`config.mk`:
```
export PLATFORM = sky130hd
export DESIGN_NAME = vfb_cfg_sequencer_flat
export DESIGN_NICKNAME = d
export VERILOG_FILES = /design/src/rtl/vfb_axil_if.sv /design/src/rtl/vfb_cfg_sequencer.sv /design/src/flat_wrapper.sv
export SDC_FILE = /design/constraint.sdc
export NUM_CORES = 1
export LEC_CHECK = 0
export CELL_PAD_IN_SITES_DETAIL_PLACEMENT = 1
export CELL_PAD_IN_SITES_GLOBAL_PLACEMENT = 1
export CORE_UTILIZATION = 36
export DETAILED_ROUTE_END_ITERATION = 10
export PLACE_DENSITY_LB_ADDON = 0.1
export SYNTH_ARGS = -nofsm -noshare
export SYNTH_HDL_FRONTEND = slang
export SYNTH_SLANG_ARGS = --single-unit
```
`constraint.sdc`:
```
create_clock -name clk -period 2.74 [get_ports clk]
set_input_delay 0.411 -clock clk [delete_from_list [all_inputs] [get_ports clk]]
set_output_delay 0.411 -clock clk [all_outputs]
set_load 0.02 [all_outputs]
```
`src/rtl/vfb_axil_if.sv`:
```
// AXI4-Lite bundle between the frame-buffer sequencer (master) and the core's register slave.
interface vfb_axil_if;
  logic [31:0] awaddr;
  logic        awvalid;
  logic        awready;
  logic [31:0] wdata;
  logic [3:0]  wstrb;
  logic        wvalid;
  logic        wready;
  logic [1:0]  bresp;
  logic        bvalid;
  logic        bready;
  logic [31:0] araddr;
  logic        arvalid;
  logic        arready;
  logic [31:0] rdata;
  logic [1:0]  rresp;
  logic        rvalid;
  logic        rready;

  modport master (
    output awaddr, awvalid, wdata, wstrb, wvalid, bready, araddr, arvalid, rready,
    input  awready, wready, bresp, bvalid, arready, rdata, rresp, rvalid
  );
  modport slave (
    input  awaddr, awvalid, wdata, wstrb, wvalid, bready, araddr, arvalid, rready,
    output awready, wready, bresp, bvalid, arready, rdata, rresp, rvalid
  );
endinterface

```
`src/rtl/vfb_cfg_sequencer.sv`:
```
// AXI4-Lite master that configures/starts and stops/idle-polls a Video Frame Buffer Read core.
// Optional VFB_SWAP_EN: ping-pong PLANE1 rewrites on each frame_irq rising edge while running.
module vfb_cfg_sequencer #(
  parameter logic [31:0] BASE_ADDR   = 32'h43C0_0000,
  parameter int          PIXEL_BYTES = 4,
  parameter int          POLL_MAX    = 1024
) (
  input  logic        clk,
  input  logic        resetn,
  input  logic        start,
  input  logic        stop,
  input  logic [15:0] cfg_width,
  input  logic [15:0] cfg_height,
  input  logic [15:0] cfg_stride,
  input  logic [5:0]  cfg_format,
  input  logic [31:0] cfg_plane0,
`ifdef VFB_SWAP_EN
  input  logic [31:0] cfg_plane1,
  input  logic        frame_irq,
`endif
  output logic        busy,
  output logic        running,
  output logic        done,
  output logic        err,
  vfb_axil_if.master  m_axi
);
  localparam int          PCW = $clog2(POLL_MAX + 1);
  localparam logic [31:0] PB  = 32'(PIXEL_BYTES);

  typedef enum logic [2:0] {S_IDLE, S_WR, S_WB, S_NEXT, S_POLL_AR, S_POLL_R, S_POLL_CHK, S_FIN} state_t;
  typedef enum logic [1:0] {M_START, M_STOP, M_SWAP} mode_t;

  state_t state, state_nxt;
  mode_t  mode;
  logic [2:0]     idx;
  logic           aw_done, w_done, aw_hs, w_hs, wr_leave;
  logic [PCW-1:0] poll_cnt;
  logic           rd_idle, rd_err, stop_pend;
  logic [15:0]    width_q, height_q;
  logic [31:0]    stride_q, plane0_q, swap_data, wr_data;
  logic [5:0]     format_q;
  logic [7:0]     wr_off;
  logic           launch_ok, sel_start, sel_stop, sel_swap, swap_go;
  logic           unused;

  assign unused = ^{m_axi.rdata[31:3], m_axi.rdata[1:0]};

  // Launch point: idle, or the done cycle so a latched stop follows immediately.
  assign launch_ok = (state == S_IDLE) || (state == S_FIN);
  assign sel_start = launch_ok && start;
  assign sel_stop  = launch_ok && !start && (stop || stop_pend);
  assign sel_swap  = launch_ok && !start && !(stop || stop_pend) && swap_go;

  assign aw_hs    = m_axi.awvalid && m_axi.awready;
  assign w_hs     = m_axi.wvalid && m_axi.wready;
  assign wr_leave = (aw_done || aw_hs) && (w_done || w_hs);

`ifdef VFB_SWAP_EN
  logic        irq_q, swap_pend, plane_sel;
  logic [31:0] plane1_q;
  assign swap_go   = swap_pend && running;
  assign swap_data = plane_sel ? plane1_q : plane0_q;
  always_ff @(posedge clk or negedge resetn) begin
    if (!resetn) begin
      irq_q <= 1'b0; swap_pend <= 1'b0; plane_sel <= 1'b1; plane1_q <= '0;
    end else begin
      irq_q <= frame_irq;
      if (sel_swap || sel_start) swap_pend <= 1'b0;
      if (frame_irq && !irq_q && running) swap_pend <= 1'b1;
      if (sel_start) begin
        plane_sel <= 1'b1;
        plane1_q  <= cfg_plane1;
      end else if (state == S_NEXT && mode == M_SWAP) begin
        plane_sel <= ~plane_sel;
      end
    end
  end
`else
  assign swap_go   = 1'b0;
  assign swap_data = plane0_q;
`endif

  always_comb begin
    wr_off  = 8'h00;
    wr_data = 32'h0;
    case (mode)
      M_START: case (idx)
        3'd0:    begin wr_off = 8'h10; wr_data = {16'd0, width_q};  end
        3'd1:    begin wr_off = 8'h18; wr_data = {16'd0, height_q}; end
        3'd2:    begin wr_off = 8'h20; wr_data = stride_q;          end
        3'd3:    begin wr_off = 8'h28; wr_data = {26'd0, format_q}; end
        3'd4:    begin wr_off = 8'h30; wr_data = plane0_q;          end
        default: begin wr_off = 8'h00; wr_data = 32'h81;            end
      endcase
      M_SWAP:  begin wr_off = 8'h30; wr_data = swap_data; end
      default: ;
    endcase
  end

  always_ff @(posedge clk or negedge resetn) begin
    if (!resetn) state <= S_IDLE;
    else         state <= state_nxt;
  end

  always_comb begin
    state_nxt     = state;
    m_axi.awvalid = 1'b0;
    m_axi.wvalid  = 1'b0;
    m_axi.awaddr  = 32'h0;
    m_axi.wdata   = 32'h0;
    m_axi.wstrb   = 4'hF;
    m_axi.bready  = 1'b0;
    m_axi.arvalid = 1'b0;
    m_axi.araddr  = 32'h0;
    m_axi.rready  = 1'b0;
    busy          = 1'b1;
    done          = 1'b0;
    case (state)
      S_IDLE, S_FIN: begin
        busy = 1'b0;
        done = (state == S_FIN);
        if (sel_start)      state_nxt = S_WR;
        else if (sel_stop)  state_nxt = running ? S_WR : S_FIN;
        else if (sel_swap)  state_nxt = S_WR;
        else                state_nxt = S_IDLE;
      end
      S_WR: begin
        m_axi.awvalid = !aw_done;
        m_axi.wvalid  = !w_done;
        m_axi.awaddr  = BASE_ADDR + {24'd0, wr_off};
        m_axi.wdata   = wr_data;
        if (wr_leave) state_nxt = S_WB;
      end
      S_WB: begin
        m_axi.bready = 1'b1;
        if (m_axi.bvalid) state_nxt = (m_axi.bresp != 2'b00) ? S_IDLE : S_NEXT;
      end
      S_NEXT: begin
        case (mode)
          M_START: state_nxt = (idx == 3'd5) ? S_FIN : S_WR;
          M_STOP:  state_nxt = S_POLL_AR;
          default: state_nxt = S_IDLE;
        endcase
      end
      S_POLL_AR: begin
        m_axi.arvalid = 1'b1;
        m_axi.araddr  = BASE_ADDR;
        if (m_axi.arready) state_nxt = S_POLL_R;
      end
      S_POLL_R: begin
        m_axi.rready = 1'b1;
        if (m_axi.rvalid) state_nxt = S_POLL_CHK;
      end
      S_POLL_CHK: begin
        if (rd_err)                                  state_nxt = S_IDLE;
        else if (rd_idle)                            state_nxt = S_FIN;
        else if (poll_cnt >= PCW'(POLL_MAX))         state_nxt = S_IDLE;
        else                                         state_nxt = S_POLL_AR;
      end
      default: state_nxt = S_IDLE;
    endcase
  end

  always_ff @(posedge clk or negedge resetn) begin
    if (!resetn) begin
      mode <= M_START; idx <= '0; aw_done <= 1'b0; w_done <= 1'b0;
      poll_cnt <= '0; rd_idle <= 1'b0; rd_err <= 1'b0;
      running <= 1'b0; err <= 1'b0; stop_pend <= 1'b0;
      width_q <= '0; height_q <= '0; stride_q <= '0; format_q <= '0; plane0_q <= '0;
    end else begin
      if (sel_start) begin
        mode      <= M_START;
        idx       <= '0;
        err       <= 1'b0;
        stop_pend <= stop_pend | stop;
        width_q   <= cfg_width;
        height_q  <= cfg_height;
        stride_q  <= (cfg_stride != 16'd0) ? {16'd0, cfg_stride} : {16'd0, cfg_width} * PB;
        format_q  <= cfg_format;
        plane0_q  <= cfg_plane0;
      end else if (sel_stop) begin
        mode      <= M_STOP;
        idx       <= '0;
        poll_cnt  <= '0;
        stop_pend <= 1'b0;
      end else if (sel_swap) begin
        mode <= M_SWAP;
        idx  <= '0;
      end else if (busy && stop && mode != M_STOP) begin
        stop_pend <= 1'b1;
      end
      if (state == S_WR) begin
        aw_done <= wr_leave ? 1'b0 : (aw_done | aw_hs);
        w_done  <= wr_leave ? 1'b0 : (w_done | w_hs);
      end
      if (state == S_WB && m_axi.bvalid && m_axi.bresp != 2'b00) begin
        err       <= 1'b1;
        stop_pend <= 1'b0;
      end
      if (state == S_NEXT) begin
        idx <= idx + 3'd1;
        if (mode == M_START && idx == 3'd5) running <= 1'b1;
      end
      if (state == S_POLL_R && m_axi.rvalid) begin
        rd_idle  <= m_axi.rdata[2];
        rd_err   <= (m_axi.rresp != 2'b00);
        poll_cnt <= poll_cnt + PCW'(1);
      end
      if (state == S_POLL_CHK) begin
        if (rd_err || (!rd_idle && poll_cnt >= PCW'(POLL_MAX))) begin
          err       <= 1'b1;
          stop_pend <= 1'b0;
        end else if (rd_idle) begin
          running <= 1'b0;
        end
      end
    end
  end
endmodule

```
`src/flat_wrapper.sv`:
```
// flat-port wrapper written by rule: the top's interface ports become plain ports
module vfb_cfg_sequencer_flat 
#(
  parameter logic [31:0] BASE_ADDR   = 32'h43C0_0000,
  parameter int          PIXEL_BYTES = 4,
  parameter int          POLL_MAX    = 1024
)
  (clk, resetn, start, stop, cfg_width, cfg_height, cfg_stride, cfg_format, cfg_plane0, busy, running, done, err, m_axi_awaddr, m_axi_awvalid, m_axi_wdata, m_axi_wstrb, m_axi_wvalid, m_axi_bready, m_axi_araddr, m_axi_arvalid, m_axi_rready, m_axi_awready, m_axi_wready, m_axi_bresp, m_axi_bvalid, m_axi_arready, m_axi_rdata, m_axi_rresp, m_axi_rvalid);
  vfb_axil_if m_axi_i ();
  input  logic clk;
  input  logic resetn;
  input  logic start;
  input  logic stop;
  input  logic [15:0] cfg_width;
  input  logic [15:0] cfg_height;
  input  logic [15:0] cfg_stride;
  input  logic [5:0] cfg_format;
  input  logic [31:0] cfg_plane0;
  output logic busy;
  output logic running;
  output logic done;
  output logic err;
  output wire logic [$bits(m_axi_i.awaddr)-1:0] m_axi_awaddr;
  output wire logic [$bits(m_axi_i.awvalid)-1:0] m_axi_awvalid;
  output wire logic [$bits(m_axi_i.wdata)-1:0] m_axi_wdata;
  output wire logic [$bits(m_axi_i.wstrb)-1:0] m_axi_wstrb;
  output wire logic [$bits(m_axi_i.wvalid)-1:0] m_axi_wvalid;
  output wire logic [$bits(m_axi_i.bready)-1:0] m_axi_bready;
  output wire logic [$bits(m_axi_i.araddr)-1:0] m_axi_araddr;
  output wire logic [$bits(m_axi_i.arvalid)-1:0] m_axi_arvalid;
  output wire logic [$bits(m_axi_i.rready)-1:0] m_axi_rready;
  input wire logic [$bits(m_axi_i.awready)-1:0] m_axi_awready;
  input wire logic [$bits(m_axi_i.wready)-1:0] m_axi_wready;
  input wire logic [$bits(m_axi_i.bresp)-1:0] m_axi_bresp;
  input wire logic [$bits(m_axi_i.bvalid)-1:0] m_axi_bvalid;
  input wire logic [$bits(m_axi_i.arready)-1:0] m_axi_arready;
  input wire logic [$bits(m_axi_i.rdata)-1:0] m_axi_rdata;
  input wire logic [$bits(m_axi_i.rresp)-1:0] m_axi_rresp;
  input wire logic [$bits(m_axi_i.rvalid)-1:0] m_axi_rvalid;
  assign m_axi_awaddr = m_axi_i.awaddr;
  assign m_axi_awvalid = m_axi_i.awvalid;
  assign m_axi_wdata = m_axi_i.wdata;
  assign m_axi_wstrb = m_axi_i.wstrb;
  assign m_axi_wvalid = m_axi_i.wvalid;
  assign m_axi_bready = m_axi_i.bready;
  assign m_axi_araddr = m_axi_i.araddr;
  assign m_axi_arvalid = m_axi_i.arvalid;
  assign m_axi_rready = m_axi_i.rready;
  assign m_axi_i.awready = m_axi_awready;
  assign m_axi_i.wready = m_axi_wready;
  assign m_axi_i.bresp = m_axi_bresp;
  assign m_axi_i.bvalid = m_axi_bvalid;
  assign m_axi_i.arready = m_axi_arready;
  assign m_axi_i.rdata = m_axi_rdata;
  assign m_axi_i.rresp = m_axi_rresp;
  assign m_axi_i.rvalid = m_axi_rvalid;
  vfb_cfg_sequencer #(.BASE_ADDR(BASE_ADDR), .PIXEL_BYTES(PIXEL_BYTES), .POLL_MAX(POLL_MAX)) u_core (.clk(clk), .resetn(resetn), .start(start), .stop(stop), .cfg_width(cfg_width), .cfg_height(cfg_height), .cfg_stride(cfg_stride), .cfg_format(cfg_format), .cfg_plane0(cfg_plane0), .busy(busy), .running(running), .done(done), .err(err), .m_axi(m_axi_i));
endmodule
```
==> results.tsv, run 1 <==
stage	metric	value	unit
status	status	complete, no violations	
synth	syn_area_per_cell	10.79	µm²
worst_setup_path	cp-startpoint	u_core.idx[1]	
route	wl_per_cell	17.56	µm
floorplanning	design.core.area	16120	µm²
route	via_per_inst	4.987	
timing	finalHoldViolations	0	
floorplanning	die_width	131.3	µm
power_and_ir_drop	p_leak	3.662	nW
cts	clock_latency	410	ps
floorplanning	die_area	17240	µm²
timing	hold_ws	73.45	ps
cts	htree_levels	4	
synth	ys.flop_type	dfrtp_1	
floorplanning	placementRows	46	
route	postRouteAntennaNets	0	
timing	min_period	2633	ps
synth	synth-simple-area-share	12.35	%
cts	cts_tree	yes	
synth	synthTopCellsByArea	dfrtp_1 47%, mux2_2 13%, buf_4 8.1%, a21oi_1 2.7%, nand2_1 2.5%	
worst_setup_path	r2r-end	u_core.width_q[12]	
cts	cts_sinks	113	
final_layout	nets	853	
worst_setup_path	reg2reg_from	u_core.state[1]	
synth	ys_seq_elements	113	
floorplanning	io_pins	240	
synth	synth_top_family_by_area	multiplexers	
global_routing	overflow	0	
worst_setup_path	ff2ff_setup_slack	510	ps
place	io_buffer_count	153	
cts	root_buffer	clkbuf_16	
route	first_pass_iters	5	
worst_setup_path	crit_path_end	m_axi_wdata[6]	
floorplanning	start_util	37.35	%
timing	min_period_over_period	96.08	%
route	vias	4713	
synth	synth_common_cells	113 x dfrtp_1, 70 x mux2_2, 65 x buf_4	
cts	cts-buffers-inserted	17	
synth	post-synth-top-count-cell	dfrtp_1	
cts	clk_pin_slew_worst_paths	50	ps
synth	synth_compound_area_share	13.01	%
timing	setup_viol	0	
synth	synth_top_area_share	46.98	%
worst_setup_path	cp_max_fo	8	
floorplanning	die_h	131.3	µm
timing	worst_slack	107.4	ps
timing	finalClockSkew	4.764	ps
timing	worstMarginPinSlew	988.0	ps
place	dpl.hpwl	12.08	mm
synth	synth_edf_count	0	
synth	async_reset_ff_share	100.0	%
worst_setup_path	critPathKind	reg2out	
worst_setup_path	worstPathArrival	2220	ps
synth	synth_area_leader_cell	dfrtp_1	
synth	syn_inst	558	
worst_setup_path	rr_worst_depth	5	
final_layout	n_antenna_cell	0	
power_and_ir_drop	power	8.795	mW
synth	ys.warnings.count	0	
place	place_ws	-23.31	ps
synth	synth_adder_area_share	1.247	%
worst_setup_path	critPathLaunchType	flop	
synth	ys_types	60	
power_and_ir_drop	ir_drop	0.5690	mV
cts	holdBufCountCts	0	
place	routabilityCongestion	0.7818	
timing	rsz0062_at_grt	no	
route	drc	0	
synth	ys_seq_area_share	46.98	%
route	drt_iter0_markers	214	
final_layout	fin_util	51.02	%
cts	clockBufferDepth	2	
global_routing	grt_pass1_vias	4915	
hold_path	min_path_type	in2async	
power_and_ir_drop	powerDensity	1070	nW/µm²
synth	synth_xor_area_share	0.1455	%
timing	maxSlewViolCount	0	
global_routing	grt_pass1_wl	26.77	mm
timing	relSlewSlack	33.88	%
global_routing	grt_max_degree	114	
synth	synth_area	6020	µm²
global_routing	track_usage	19.91	%
final_layout	final_layout_size_suffix_gt1_share	22.50	%
place	place_area	7587	µm²
synth	synthMuxAreaShare	14.55	%
worst_setup_path	crit_required	2330	ps
timing	max_freq	379.9	MHz
global_routing	grt_antenna_before_repair	0	
flow_run	cap_violations	0	
final_layout	fin_area	8223	µm²
worst_setup_path	end_kind	output pin	
final_layout	syn2layout_area_growth	36.60	%
route	drt_wl_total	16.60	mm
## state kept, by name, indices dropped and copies added (netlist names)
register	flops
u_core.aw_done	1
u_core.err	1
u_core.format_q	6
u_core.height_q	16
u_core.idx	3
u_core.mode	1
u_core.plane0_q	32
u_core.poll_cnt	11
u_core.rd_err	1
u_core.rd_idle	1
u_core.running	1
u_core.state	3
u_core.stop_pend	1
u_core.stride_q	18
u_core.w_done	1
u_core.width_q	16
## cell usage in the layout, fill, tap and decap left out, types with 5 or more instances in the layout
cell,n
conb_1,55
mux2_2,70
o21ai_0,14
a22o_1,6
buf_12,6
clkdlybuf4s15_1,5
buf_4,23
dlygate4sd2_1,17
a21oi_1,32
nand3_1,11
nor2_1,23
nor2b_1,6
a22oi_1,17
and2_1,16
clkbuf_16,17
a222oi_1,8
nor3_1,5
clkbuf_2,7
o21ai_1,9
inv_1,7
dfrtp_1,112
nand4_1,5
clkdlybuf4s50_1,117
nand2_1,40
mux2_1,6
## critical path: stages, from the launching register on
cell and delay, ps:
dfrtp_1 420, inv_1 100, ha_2 220, buf_4 150, nor2b_1 130, buf_4 190, a22oi_2 100, a21oi_1 150
dlygate4sd2_1 340
## power breakdown
group / switching [mW] / leakage (nW) / internal (mW) / total (mW)
combinational: 1.84 / 1.99 / 1.78 / 3.62
sequential: 0.507 / 1.38 / 2.44 / 2.95
clock: 0.760 / 0.290 / 1.47 / 2.23
## routing by layer
metal / GRT usage (%) / vias up / share of wire, %
met1: 25.70 / 2348 / 46
met4: 6.395 / 0 / 1.0
met2: 32.65 / 151 / 48
li1: - / 2198 / -
met5: 0 / - / 0
met3: 4.900 / 16 / 4.7
## worst min path at each step
| stage | from | to | slack [ps] | cells after the start |
|---|---|---|---|---|
| 3_5_place_dp | u_core.stride_q[2] | u_core.stride_q[2] | 470 | 2 |
| 5_1_grt | resetn | u_core.plane0_q[23] | 140 | 2 |
| 3_3_place_gp | u_core.stride_q[9] | u_core.stride_q[9] | 460 | 2 |
| 2_1_floorplan | resetn | u_core.aw_done | 120 | 0 |
| 4_1_cts | resetn | u_core.plane0_q[23] | 110 | 2 |
| 6_report | resetn | u_core.plane0_q[23] | 70 | 2 |
## area by class of cell
cell class | instances | area, µm²
clock buffer | 22 | 464.2
multi-input combinational | 394 | 2730
timing repair buffer | 182 | 1765
sequential | 113 | 2829
clock inverter | 10 | 133.9
fill | 1799 | 7893
inverter | 8 | 30.03
tap | 216 | 270.3
## cells by family after synthesis
| logic type | after synthesis |
|---|---|
| adders and majority gates | 6 |
| other | 2 |
| AOI/OAI and AO/OA | 118 |
| muxes | 78 |
| xor gates and xnor gates | 1 |
| DFF | 113 |
| and+or+nand+nor | 136 |
| buffers and inverters | 104 |
## through the flow
| step | instances | TNS [ps] |
|---|---|---|
| floorplan | 611 | 0 |
| global placement | 908 | 0 |
| detailed placement | 908 | -35.95 |
| CTS | 944 | 0 |
| global route | 945 | 0 |
| finish | 945 | 0 |
## repair_timing
item | CTS | global route
gates cloned | 0 | 0
resized for setup | 55 | 25
endpoints found under the setup margin | 35 | 25
pin swaps | 4 | 3
setup buffers | 4 | 1
Note: power is estimated with default switching activity, not from simulation.
==> run 2, diff against run 1 <==
- CORE_ASPECT_RATIO: not set -> 0.5
- CORE_UTILIZATION: 36 -> 30
- clock period: 2.74 -> 2.2 ns (I/O delays scaled with it)
==> results.tsv, run 2 (synthesis gave the netlist of run 1 again) <==
stage	metric	value	unit
route	vias	4688	
worst_setup_path	cp_top_family	flip-flops	
global_routing	grt_antenna_before_repair	0	
final_layout	layout_commonest_cell	dfrtp_1	
worst_setup_path	r2r-end	u_core.state[1]	
floorplanning	die_area	20670	µm²
power_and_ir_drop	ir_drop	0.5535	mV
cts	clockBufferDepth	2	
cts	clock_latency	410	ps
worst_setup_path	critPathKind	reg2out	
worst_setup_path	cp_max_fo	6	
place	io_buffer_count	153	
route	first_pass_iters	5	
power_and_ir_drop	power	11.41	mW
cts	cts-buffers-inserted	17	
floorplanning	design.core.area	19550	µm²
floorplanning	start_util	30.79	%
cts	clk_pin_slew_worst_paths	50	ps
final_layout	fillers	2131	
final_layout	largest_register_ff_count	32	
floorplanning	io_pins	240	
timing	relSlewSlack	61.33	%
timing	rsz0062_at_grt	yes	
worst_setup_path	ff2ff_setup_slack	240	ps
place	place_area	7782	µm²
route	drc	0	
timing	worst_slack	-126.4	ps
worst_setup_path	cp-startpoint	u_core.idx[1]	
final_layout	largest_register	u_core.plane0_q	
cts	cts_tree	yes	
worst_setup_path	reg2reg_from	u_core.state[2]	
timing	min_period	2326	ps
timing	setup_viol	19	
final_layout	largestRegisters	u_core.plane0_q (32), u_core.stride_q (18)	
final_layout	n_antenna_cell	0	
global_routing	grt_pass1_vias	4855	
route	postRouteAntennaNets	0	
power_and_ir_drop	powerDensity	1323	nW/µm²
worst_setup_path	worstPathArrival	2000	ps
hold_path	min_path_type	in2async	
power_and_ir_drop	p_leak	3.829	nW
worst_setup_path	cp_num_buf_inv	3	
worst_setup_path	end_kind	output pin	
place	dpl.hpwl	11.95	mm
timing	fin_setup_tns	-1629	ps
final_layout	nets	871	
floorplanning	die_h	102.2	µm
timing	min_period_over_period	105.7	%
timing	maxSlewViolCount	0	
global_routing	overflow	0	
timing	worstMarginPinSlew	580.1	ps
route	via_per_inst	4.628	
cts	cts_sinks	113	
worst_setup_path	critPathLaunchType	flop	
worst_setup_path	cp_slowest_cell	dfrtp_2	
cts	root_buffer	clkbuf_16	
route	wl_per_cell	16.49	µm
flow_run	cap_violations	0	
timing	finalHoldViolations	0	
route	drt_iter0_markers	179	
worst_setup_path	crit_required	1870	ps
final_layout	fin_util	44.13	%
global_routing	grt_max_degree	57	
worst_setup_path	rr_worst_depth	5	
timing	max_freq	429.9	MHz
global_routing	track_usage	16.75	%
status	violations	setup timing	
worst_setup_path	max_stage_delay	460	ps
route	drt_wl_total	16.70	mm
final_layout	layout_common_cells	110 x dfrtp_1, 100 x clkdlybuf4s50_1, 70 x mux2_2	
timing	finalClockSkew	8.691	ps
place	routabilityCongestion	0.7636	
final_layout	syn2layout_area_growth	43.32	%
final_layout	fin_area	8627	µm²
cts	htree_levels	4	
final_layout	final_layout_size_suffix_gt1_share	31.99	%
global_routing	grt_pass1_wl	26.52	mm
timing	hold_ws	409.1	ps
status	status	finished with violations	
floorplanning	placementRows	36	
worst_setup_path	path_cells	inv_4 -> ha_4 -> nor3_2 -> o21bai_2 -> nand3_4 -> buf_12 -> a31oi_1 -> buf_2	
floorplanning	die_width	202.3	µm
## run 2: cell types whose count changed in the layout (fill, tap and decap cells not counted), sizes merged
cell           change
dlymetal6s2s       -1
clkinvlp           -1
buf               +50
dlygate4sd2        -2
clkinv             +1
dlygate4sd3        +1
bufinv             +1
clkbuf             -6
clkdlybuf4s15      -8
clkdlybuf4s50     -17
## run 2: worst max path at each step
stage                                 end  slack [ps]  cells after the start
after floorplan            m_axi_wdata[2]          20                      6
after global placement     m_axi_wdata[1]        -240                      8
after detailed placement  m_axi_wdata[24]        -260                      8
after CTS                  m_axi_wdata[3]        -170                      7
after global routing       m_axi_wdata[1]        -220                      8
final                      m_axi_wdata[2]        -130                      8
## run 2: routing by layer
layer	part of all wire [%]	track usage (%)	routed length [µm]	up-vias
li1	-	-	-	2234
met3	3.8	3.731	635	11
met1	49	22.78	8110	2323
met5	0	0	0	-
met4	0.81	4.916	135	0
met2	47	26.92	7821	120
## run 2: power by group
group,internal [mW],leakage [nW],switching (mW)
logic,2.42,2.15,2.46
registers,3.04,1.38,0.574
clock network,1.92,0.301,0.999
total,7.38,3.83,4.03
## run 2: cell type report
cell class | count | area [µm²] | share of cell area [%]
Timing Repair Buffer | 200 | 1944 | 22.54
Multi-Input combinational cell | 394 | 2872 | 33.28
Clock buffer | 21 | 450.4 | 5.221
Clock inverter | 11 | 161.4 | 1.871
Tap cell | 266 | 332.8 | 3.858
Sequential cell | 113 | 2831 | 32.82
Inverter | 8 | 35.03 | 0.4061
## run 2: what timing repair did
action / 4_1_cts / 5_1_grt
pin swaps: 16 / 7
endpoints found under the hold margin: 29 / 0
endpoints found under the setup margin: 52 / 35
buffers inserted: 6 / 4
resized for setup: 253 / 19
gates cloned: 0 / 0
hold buffers: 1 / 0
## run 2: per-stage QoR
stage               cells  setup WS (ps)
finish               1013         -126.4
global route         1013         -216.1
CTS                  1009         -170.2
detailed placement    970         -260.0
global placement      970         -240.8
floorplan             611          18.31
==> run 3, diff against run 2 <==
- GPL_TIMING_DRIVEN: not set -> 1
- SLEW_MARGIN: not set -> 30
==> results of run 3 <==
Same layout as run 2: the final DEF is identical, and so are final timing and power.
